### config.mk
export PLATFORM = sky130hd
export DESIGN_NAME = multiword_add_sequencer
export DESIGN_NICKNAME = d
export VERILOG_FILES = /design/src/rtl/multiword_add_sequencer.sv
export SDC_FILE = /design/constraint.sdc
export NUM_CORES = 1
export LEC_CHECK = 0
export ABC_CLOCK_PERIOD_IN_PS = 2400
export CORE_MARGIN = 2
export CORE_UTILIZATION = 43
export DETAILED_ROUTE_END_ITERATION = 8
export PLACE_DENSITY = 0.76
export SYNTH_ARGS = -nofsm -noshare
export SYNTH_HDL_FRONTEND = slang
export SYNTH_SLANG_ARGS = --single-unit
### constraint.sdc
create_clock -name clk -period 2.4 [get_ports clk]
set_input_delay 0.24 -clock clk [delete_from_list [all_inputs] [get_ports clk]]
set_output_delay 0.24 -clock clk [all_outputs]
set_load 0.05 [all_outputs]
### src/rtl/multiword_add_sequencer.sv
// Purpose : adds two WORDS x 16-bit operands by stepping one external 16-bit adder
//           over the slices, least-significant slice first, rippling the carry through a register.
// Latency : WORDS cycles from operand accept to o_out_valid.
//           Throughput is at best one operation per WORDS+2 cycles.
// Backpressure: the result is held in DONE until i_out_ready.
//           No new operands are taken until the result has been consumed.
//
// Ports:
//   clk, rst_n                 clock, asynchronous active-low reset
//   i_in_valid / o_in_ready    operand handshake (i_in_a, i_in_b, i_in_c)
//   o_out_valid / i_out_ready  result handshake (o_sum, o_c_out, o_ov)
//   o_adder_a/b/cin            slice operands and carry-in to the external adder
//   i_adder_s/cout             combinational sum and carry-out back from the adder
module multiword_add_sequencer #(
  parameter int WORDS = 4
) (
  input  logic                  clk,
  input  logic                  rst_n,
  input  logic                  i_in_valid,
  output logic                  o_in_ready,
  input  logic [16*WORDS-1:0]   i_in_a,
  input  logic [16*WORDS-1:0]   i_in_b,
  input  logic                  i_in_c,
  output logic                  o_out_valid,
  input  logic                  i_out_ready,
  output logic [16*WORDS-1:0]   o_sum,
  output logic                  o_c_out,
  output logic                  o_ov,
  output logic [15:0]           o_adder_a,
  output logic [15:0]           o_adder_b,
  output logic                  o_adder_cin,
  input  logic [15:0]           i_adder_s,
  input  logic                  i_adder_cout
);

  localparam int W     = 16*WORDS;
  localparam int IDX_W = $clog2(WORDS);

  typedef enum logic [1:0] {
    S_IDLE = 2'd0,
    S_RUN  = 2'd1,
    S_DONE = 2'd2
  } state_t;

  state_t           r_state;
  logic [IDX_W-1:0] r_idx;
  logic [W-1:0]     r_a;
  logic [W-1:0]     r_b;
  logic             r_cin;
  logic             r_carry;
  logic [W-1:0]     r_sum;
  logic             r_c_out;
  logic             r_ov;
  logic             r_in_ready;
  logic             r_out_valid;

  logic             w_last;
  logic [15:0]      w_adder_a;
  logic [15:0]      w_adder_b;
  logic             w_adder_cin;

  assign w_last = (r_idx == IDX_W'(WORDS-1));

  // Adder operands are only live in RUN; elsewhere they are forced to zero
  // so the external adder sees a quiet input.
  always_comb begin
    w_adder_a   = 16'h0000;
    w_adder_b   = 16'h0000;
    w_adder_cin = 1'b0;
    if (r_state == S_RUN) begin
      w_adder_a   = r_a[16*r_idx +: 16];
      w_adder_b   = r_b[16*r_idx +: 16];
      // Slice 0 takes the operand carry-in; later slices take the rippled carry.
      w_adder_cin = (r_idx == '0) ? r_cin : r_carry;
    end
  end

  always_ff @(posedge clk or negedge rst_n) begin
    if (!rst_n) begin
      r_state     <= S_IDLE;
      r_idx       <= '0;
      r_a         <= '0;
      r_b         <= '0;
      r_cin       <= 1'b0;
      r_carry     <= 1'b0;
      r_sum       <= '0;
      r_c_out     <= 1'b0;
      r_ov        <= 1'b0;
      r_in_ready  <= 1'b1;
      r_out_valid <= 1'b0;
    end else begin
      case (r_state)
        S_IDLE: begin
          if (i_in_valid) begin
            r_a        <= i_in_a;
            r_b        <= i_in_b;
            r_cin      <= i_in_c;
            r_idx      <= '0;
            r_state    <= S_RUN;
            r_in_ready <= 1'b0;
          end
        end
        S_RUN: begin
          r_sum[16*r_idx +: 16] <= i_adder_s;
          r_carry               <= i_adder_cout;
          if (w_last) begin
            r_c_out     <= i_adder_cout;
            // Signed overflow: operands agree in sign but the top result bit differs.
            r_ov        <= (r_a[W-1] ~^ r_b[W-1]) & (i_adder_s[15] ^ r_a[W-1]);
            r_state     <= S_DONE;
            r_out_valid <= 1'b1;
          end else begin
            r_idx <= r_idx + IDX_W'(1);
          end
        end
        S_DONE: begin
          if (i_out_ready) begin
            r_state     <= S_IDLE;
            r_out_valid <= 1'b0;
            r_in_ready  <= 1'b1;
          end
        end
        default: begin
          r_state     <= S_IDLE;
          r_in_ready  <= 1'b1;
          r_out_valid <= 1'b0;
        end
      endcase
    end
  end

  assign o_in_ready  = r_in_ready;
  assign o_out_valid = r_out_valid;
  assign o_sum       = r_sum;
  assign o_c_out     = r_c_out;
  assign o_ov        = r_ov;
  assign o_adder_a   = w_adder_a;
  assign o_adder_b   = w_adder_b;
  assign o_adder_cin = w_adder_cin;

endmodule

==> flow_summary.ini, run 1 <==
[placement]
dpl-instance-area_mm2 = 0.0117
placedCellCount = 1104
dp_hpwl_mm = 15.2
port_buffers = 250
place_congestion = 0.772

[setup_path]
end_kind = output pin
cp.required_ps = 2160
cpMaxStageDelayCell = dfrtp_2
critical_path.reg2reg.endpoint = o_sum[39]
arrival_ps = 2080
r2r_cells = 7
start_kind = register
reg2reg_slack_ps = 270
crit_chain = clkbuf_16, mux4_2, nor2b_1, buf_4
max_stage_delay_ps = 500
r2r_start = r_idx[0]
path_class = register to output pin
worstPathMaxFanout = 8

[logic_synthesis]
synthesis.area_mm2 = 0.00871
synth_top_cell_area_share = 0.578
synth_seq_area_share = 0.581
yosysTopAreaCell = dfrtp_1
yosysWarnings = 0
ys_types = 31
ys_top_cells_by_area = dfrtp_1, mux2_2, mux4_2, a22o_1, nand2_1
syn_avg_cell_area_um2 = 14.4
synth_fp_nets = 759
syn-instance-count = 604
ys_ff_latch = 202

[clock_tree]
clock_path_buffers = 3
clk_pin_slew_ps = 60
cts_root_buf = clkbuf_16
cts.sinks = 202
cts_tree = built
cts_buffers = 23
clk_latency_ps = 500
htree_levels = 1

[power_and_ir_drop]
p_sw_w = 0.00789
p_leak_nw = 5.23
pwr-share-seq = 0.291
powerDensity_mw_per_mm2 = 1590
comb_power_share = 0.524
p_clk_frac = 0.185
swShare = 0.393
p_int_w = 0.0122
peakVddDrop_mv = 0.797

[cells_and_area]
multiInputGateArea_mm2 = 0.00344
area.growth.synth_to_final_pct = 45.0
drive_above_1_share = 0.309
ff_latch_area_mm2 = 0.00506
utilization = 0.630
design_area_mm2 = 0.0126
fin_nets = 1020
final_cells = 1151
fill_cells = 1569

[route]
wire_per_inst_um = 19.2
via_count = 5911
routed_wl_mm = 22.1
drcViolationCount = 0
drt_pre_antenna_iters = 4
antenna_left = 0
vias_per_cell = 5.14
dr.first_iter.drc_count = 272

[floorplan]
fp.dieH_um = 146
rows = 52
die_area_mm2 = 0.0214
io-pin-count = 251
dieWidth_um = 146
fp.coreArea_mm2 = 0.0200
start_util = 0.435

[global_route]
grt_pass1_wl_mm = 35.1
grt_usage = 0.207
grt_max_degree = 60
grt_overflow = 0
antenna_found_initial = 3
grt_pass1_vias = 6405

[timing]
min_period_ps = 2320
hold_viol_final = 0
finClkSkew_ps = 15.4
worst_pin_slew_ps = 579
slew_viol_final = 0
finalSetupViolations = 0
relSlewSlack = 0.613
fmaxAchievable_ghz = 0.431
finalCritPeriodShare = 0.966
setup-tns-final_ps = 0

[status]
status = completed

[worst_hold_path]
hold_path.class = input port to asynchronous set/reset pin

[flow_run]
drv_cap = 0
-- cell usage in the layout, fill, tap and decap left out, drive strengths merged, types with 2 or more instances in the layout --
cell           Yosys  final
mux2             131    131
nor2               5      5
clkinvlp           0      2
a21oi              3      3
buf               24     57
dfrtp            201    201
clkinv             0      2
nor2b             32     32
o21ai             35     35
clkdlybuf4s50      0    216
a22o              32     32
inv                4      4
nand3b             4      4
nand2             66     66
diode              0      3
nor4b              3      3
bufinv             0      4
clkbuf            16     32
ha                 5      5
mux4              32     32
-- cell type report --
class                   instances  share of cell area
clock buffers                  30              0.0524
diodes                          3            0.000595
clock inverters                 8              0.0118
repair buffers                276               0.234
inverters                       4             0.00119
multi-input cells             358               0.272
well taps                     270              0.0268
flip-flops and latches        202               0.401
-- how the worst max path moves through the flow --
stage | startpoint | end | depth (start not counted)
final | r_idx[0] | o_adder_b[15] | 4
after floorplan | r_idx[1] | o_adder_cin | 6
after CTS | r_idx[0] | o_adder_a[4] | 4
after detailed placement | r_idx[0] | o_sum[11] | 6
after global placement | i_in_valid | r_b[45] | 5
after global routing | r_idx[0] | o_adder_cin | 6
-- power by group through the flow --
stage                     sequential [W]  clock (W)  combinational [W]
final                            0.00584    0.00372             0.0105
after global routing             0.00604    0.00392             0.0111
after CTS                        0.00584    0.00380             0.0105
after detailed placement         0.00589          0             0.0104
after global placement           0.00581          0             0.0103
after floorplan                  0.00690          0            0.00574
-- synth_stat cells --
| cell | n |
|---|---|
| dfrtp_1 | 201 |
| mux2_2 | 131 |
| nand2_1 | 66 |
| o21ai_0 | 33 |
| a22o_1 | 32 |
| mux4_2 | 32 |
| nor2b_1 | 32 |
| buf_4 | 16 |
| clkbuf_1 | 15 |
| buf_2 | 7 |
| ha_1 | 5 |
| nor2_1 | 5 |
| inv_1 | 4 |
| a21oi_1 | 3 |
| nor4b_4 | 3 |
| nand3b_1 | 2 |
| nand3b_4 | 2 |
| o21ai_1 | 2 |
| and3b_1 | 1 |
| and4bb_2 | 1 |
| buf_6 | 1 |
| clkbuf_2 | 1 |
| dfstp_2 | 1 |
| mux2i_1 | 1 |
| nand2b_1 | 1 |
| nor3b_2 | 1 |
| o21bai_1 | 1 |
| o22a_1 | 1 |
| o31ai_1 | 1 |
| o32ai_1 | 1 |
| or3_1 | 1 |
-- per-stage QoR --
stage	worst slack [ps]	hold WS (ps)	power [W]
floorplan	28.6	-55.6	0.0126
global placement	439	262	0.0161
detailed placement	412	261	0.0163
CTS	-12.1	299	0.0202
global route	-2.42	323	0.0210
finish	81.3	297	0.0201
-- metal layers --
layer  share of wire  GRT usage  vias up
li1                -          -     2693
met1            0.41      0.260     2991
met2            0.49      0.351      195
met3           0.079     0.0606       32
met4           0.021     0.0558        0
met5               0          0        -
-- critical path: cells and delay by family (launching register included) --
family	cells	cell delay, ps
DFF	1	500
muxes	1	500
buffers and inverters	2	430
and+or+nand+nor	1	150
-- timing repair --
action	4_1_cts	5_1_grt
pin swaps	0	0
gates cloned	1	1
hold buffers	1	0
resized for setup	2	2
setup buffers	1	2
setup endpoints to repair	32	21
hold endpoints to repair	55	0
-- sequential cells by signal (all words and copies together) (netlist names) --
name         flops
o_sum           64
r_a             64
r_b             64
r_idx            2
r_state          2
o_c_out          1
o_in_ready       1
o_out_valid      1
o_ov             1
r_carry          1
r_cin            1
-- kinds of logic after synthesis --
| logic type | share of synthesized area |
|---|---|
| flip-flops | 0.581 |
| AO/OA/AOI/OAI | 0.0578 |
| AND/OR/NAND/NOR | 0.0734 |
| multiplexers | 0.253 |
| buffers and inverters | 0.0279 |
| adder cells (fa/ha/maj) | 0.00718 |
No activity file was read; power rests on OpenSTA's default activity.
==> run 2, diff against run 1 <==
--- a/config.mk
+++ b/config.mk
@@ -9,6 +9,7 @@
 export CORE_MARGIN = 2
 export CORE_UTILIZATION = 43
 export DETAILED_ROUTE_END_ITERATION = 8
+export MAX_ROUTING_LAYER = met4
 export PLACE_DENSITY = 0.76
 export SYNTH_ARGS = -nofsm -noshare
 export SYNTH_HDL_FRONTEND = slang
==> flow_summary.ini, run 2 (synthesis results as in run 1) <==
[global_route]
grt_overflow = 0
grt_pass1_vias = 6438
grt_max_degree = 60
grt_usage = 0.213
grt_pass1_wl_mm = 35.0
antenna_found_initial = 3

[floorplan]
die_area_mm2 = 0.0214
rows = 52
fp.dieH_um = 146
dieWidth_um = 146
fp.coreArea_mm2 = 0.0200
io-pin-count = 251
start_util = 0.435

[cells_and_area]
drive_above_1_share = 0.310
design_area_mm2 = 0.0126
final_common_cell = clkdlybuf4s50_1
layout_common_cells = clkdlybuf4s50_1, dfrtp_1, mux2_2
utilization = 0.630
area.growth.synth_to_final_pct = 45.0
fin_nets = 1020

[timing]
finalCritPeriodShare = 0.966
relSlewSlack = 0.614
holdWs_ps = 296
fmaxAchievable_ghz = 0.431
hold_viol_final = 0
min_period_ps = 2320
worst_pin_slew_ps = 577
finClkSkew_ps = 15.8
finalSetupViolations = 0
slew_viol_final = 0
setup_ws_ps = 81.6

[setup_path]
start_kind = register
arrival_ps = 2080
crit_chain = clkbuf_16, mux4_2, nor2b_1, buf_4
worstPathBufferInverterCount = 2
cp_top_family = flip-flops
end_kind = output pin
path_class = register to output pin
max_stage_delay_ps = 500
worstPathMaxFanout = 8
cpMaxStageDelayCell = dfrtp_2
cp.required_ps = 2160

[clock_tree]
cts_buffers = 23
cts_tree = built
htree_levels = 1
cts.sinks = 202
clk_latency_ps = 500
clock_path_buffers = 3
clk_pin_slew_ps = 60
cts_root_buf = clkbuf_16

[power_and_ir_drop]
p_clk_frac = 0.185
p_leak_nw = 5.23
p_int_w = 0.0122
pwr-share-seq = 0.291
comb_power_share = 0.524
p_sw_w = 0.00789
peakVddDrop_mv = 0.796
powerDensity_mw_per_mm2 = 1590
swShare = 0.393

[placement]
dp_hpwl_mm = 15.2
place_ws_ps = 412
place_congestion = 0.782
port_buffers = 250
dpl-instance-area_mm2 = 0.0117

[worst_hold_path]
hold_path.class = input port to asynchronous set/reset pin

[route]
wire_per_inst_um = 19.2
antenna_left = 0
via_count = 5945
routed_wl_mm = 22.2
dr.first_iter.drc_count = 243
drcViolationCount = 0
vias_per_cell = 5.17
drt_pre_antenna_iters = 4

[status]
status = completed

[flow_run]
drv_cap = 0
[run 2: cell counts in the layout (fill, tap and decap cells not counted)]
Identical to the previous run, type by type.
[run 2: worst paths after layout]
check                                start       endpoint  slack (ps)  cells past startpoint
min in group clk                i_in_a[56]        r_a[56]         350                      2
worst min register to register   o_sum[22]      o_sum[22]         480                      2
max in group asynchronous            rst_n       r_idx[0]        1370                      3
worst max register to register    r_idx[0]      o_sum[19]         270                      6
worst min-delay path                 rst_n        r_a[35]         300                      2
worst max-delay path              r_idx[0]  o_adder_b[15]          80                      4
[run 2: final cells by class]
cell class,instances,area [um2]
Timing Repair Buffer,276,2960
Antenna cell,3,7.51
Tap cell,270,338
Clock buffer,30,662
Fill cell,1568,7410
Inverter,4,15.0
Multi-Input combinational cell,358,3440
Clock inverter,8,149
Sequential cell,202,5060
[run 2: metrics by stage]
stage | total power [W] | TNS, ps | instances
after global placement | 0.0161 | 0 | 1104
after CTS | 0.0202 | -12.1 | 1145
after detailed placement | 0.0163 | 0 | 1104
after floorplan | 0.0126 | 0 | 604
after global routing | 0.0211 | -5.55 | 1151
final | 0.0201 | 0 | 1151
[run 2: power by group through the flow]
| stage | sequential [W] | clock (W) | combinational [W] |
|---|---|---|---|
| detailed placement | 0.00589 | 0 | 0.0104 |
| CTS | 0.00584 | 0.00380 | 0.0105 |
| global route | 0.00604 | 0.00392 | 0.0111 |
| global placement | 0.00581 | 0 | 0.0103 |
| finish | 0.00584 | 0.00372 | 0.0105 |
| floorplan | 0.00690 | 0 | 0.00574 |
[run 2: what timing repair did]
item                       in CTS  in global routing
resized for setup               2                  3
setup endpoints to repair      32                 21
hold endpoints to repair       55                  0
hold buffers                    1                  0
gates cloned                    1                  1
setup buffers                   1                  2
[run 2: metal layers]
layer | wire [um] | track usage
met1 | 9110 | 0.262
met2 | 11000 | 0.351
met3 | 1590 | 0.0563
met4 | 482 | 0.0558
met5 | 0 | -
==> run 3, diff against run 2 <==
--- a/config.mk
+++ b/config.mk
@@ -6,6 +6,7 @@
 export NUM_CORES = 1
 export LEC_CHECK = 0
 export ABC_CLOCK_PERIOD_IN_PS = 2400
+export CORE_ASPECT_RATIO = 1.25
 export CORE_MARGIN = 2
 export CORE_UTILIZATION = 43
 export DETAILED_ROUTE_END_ITERATION = 8
==> flow_summary.ini, run 3 (synthesis results as in run 1) <==
[cells_and_area]
fin_nets = 1014
final_cells = 1148
area.growth.synth_to_final_pct = 41.9
layout_common_cells = clkdlybuf4s50_1, dfrtp_1, mux2_2
fill_cells = 1639
drive_above_1_share = 0.296
final_common_cell = clkdlybuf4s50_1
ff_latch_area_mm2 = 0.00506
multiInputGateArea_mm2 = 0.00342

[setup_path]
reg2reg_slack_ps = 420
cp_top_family = buffers and inverters
start_kind = register
cpMaxStageDelayCell = mux4_2
worstPathBufferInverterCount = 3
worstPathMaxFanout = 21
max_stage_delay_ps = 360
path_class = register to output pin
r2r_cells = 6
r2r_start = r_idx[0]
critical_path.reg2reg.endpoint = o_sum[11]
arrival_ps = 2070
crit_chain = buf_4, buf_6, mux4_2, nor2b_1, buf_4
cp.required_ps = 2160
cpMostUsedCell = buf_4
end_kind = output pin

[route]
vias_per_cell = 5.09
drcViolationCount = 0
routed_wl_mm = 21.7
drt_pre_antenna_iters = 4
dr.first_iter.drc_count = 225
antenna_left = 0
via_count = 5842
wire_per_inst_um = 18.9

[timing]
rsz0062_at_grt = false
finalCritPeriodShare = 0.964
finalSetupViolations = 0
hold_viol_final = 0
setup-tns-final_ps = 0
finClkSkew_ps = 12.1
min_period_ps = 2310
worst_pin_slew_ps = 589
relSlewSlack = 0.606
slew_viol_final = 0
fmaxAchievable_ghz = 0.432

[clock_tree]
htree_levels = 1
cts_setup_buffers = 0
cts.sinks = 202
clk_latency_ps = 490
clk_pin_slew_ps = 60
cts_tree = built
cts_buffers = 22
clock_path_buffers = 3
cts_root_buf = clkbuf_16

[global_route]
antenna_found_initial = 3
grt_usage = 0.208
grt_max_degree = 61
grt_pass1_vias = 6237
grt_overflow = 0
grt_pass1_wl_mm = 34.1

[placement]
port_buffers = 250
dp_hpwl_mm = 15.4
place_congestion = 0.770
placedCellCount = 1104

[floorplan]
start_util = 0.435
io-pin-count = 251
rows = 58
dieWidth_um = 131
fp.coreArea_mm2 = 0.0200
fp.dieH_um = 163
die_area_mm2 = 0.0214

[status]
status = completed

[worst_hold_path]
hold_path.class = input port to asynchronous set/reset pin

[flow_run]
drv_cap = 0

[power_and_ir_drop]
p_leak_nw = 5.12
peakVddDrop_mv = 1.03
powerDensity_mw_per_mm2 = 1560
==> run 3: changes by cell type in the layout (fill, tap and decap cells not counted), sizes merged <==
cell | previous run | this run
buf | 57 | 53
clkbuf | 32 | 36
bufinv | 4 | 1
clkinv | 2 | 3
clkinvlp | 2 | 1
==> run 3: routing by layer <==
layer	GRT usage	part of all wire	up-vias
met5	-	0	-
met4	0.0652	0.027	0
met3	0.0413	0.056	35
met2	0.368	0.52	187
met1	0.241	0.39	2945
li1	-	-	2675
==> run 3: final cells by class <==
| class | instances | area share |
|---|---|---|
| clock inverters | 5 | 0.00455 |
| well taps | 270 | 0.0273 |
| diodes | 3 | 0.000607 |
| flip-flops and latches | 202 | 0.409 |
| repair buffers | 271 | 0.228 |
| multi-input cells | 358 | 0.277 |
| clock buffers | 35 | 0.0526 |
| inverters | 4 | 0.00121 |
==> run 3: stage by stage <==
stage / setup slack [ps] / power [W] / instance area, um2 / hold WS (ps) / util
floorplan: 28.6 / 0.0126 / 8710 / -55.6 / -
global placement: 479 / 0.0159 / 11600 / 207 / 0.581
detailed placement: 449 / 0.0161 / 11600 / 205 / 0.581
CTS: 21.2 / 0.0194 / 12400 / 251 / 0.617
global route: 8.81 / 0.0202 / 12400 / 290 / 0.617
finish: 85.5 / 0.0192 / 12400 / 243 / 0.617
==> run 3: timing repair <==
| item | CTS | global route |
|---|---|---|
| hold buffers | 1 | 0 |
| hold endpoints to repair | 38 | 0 |
| gates cloned | 0 | 0 |
| resized for setup | 1 | 1 |
| setup endpoints to repair | 21 | 9 |
==> run 3: worst max-delay path by stage <==
stage	slack (ps)	endpoint	from	depth (start not counted)
5_1_grt	9	o_adder_b[15]	r_idx[1]	5
2_1_floorplan	30	o_adder_cin	r_idx[1]	6
6_report	90	o_adder_b[1]	r_idx[1]	5
4_1_cts	20	o_adder_a[9]	r_idx[0]	4
3_3_place_gp	480	o_adder_b[15]	r_idx[1]	5
3_5_place_dp	450	o_sum[12]	r_idx[0]	6
==> run 3: report_power, final <==
part	leakage [nW]	total (W)	switching, W	internal (W)
registers	2.50	0.00581	0.000852	0.00496
clock network	0.342	0.00330	0.00133	0.00197
logic	2.28	0.0101	0.00555	0.00458
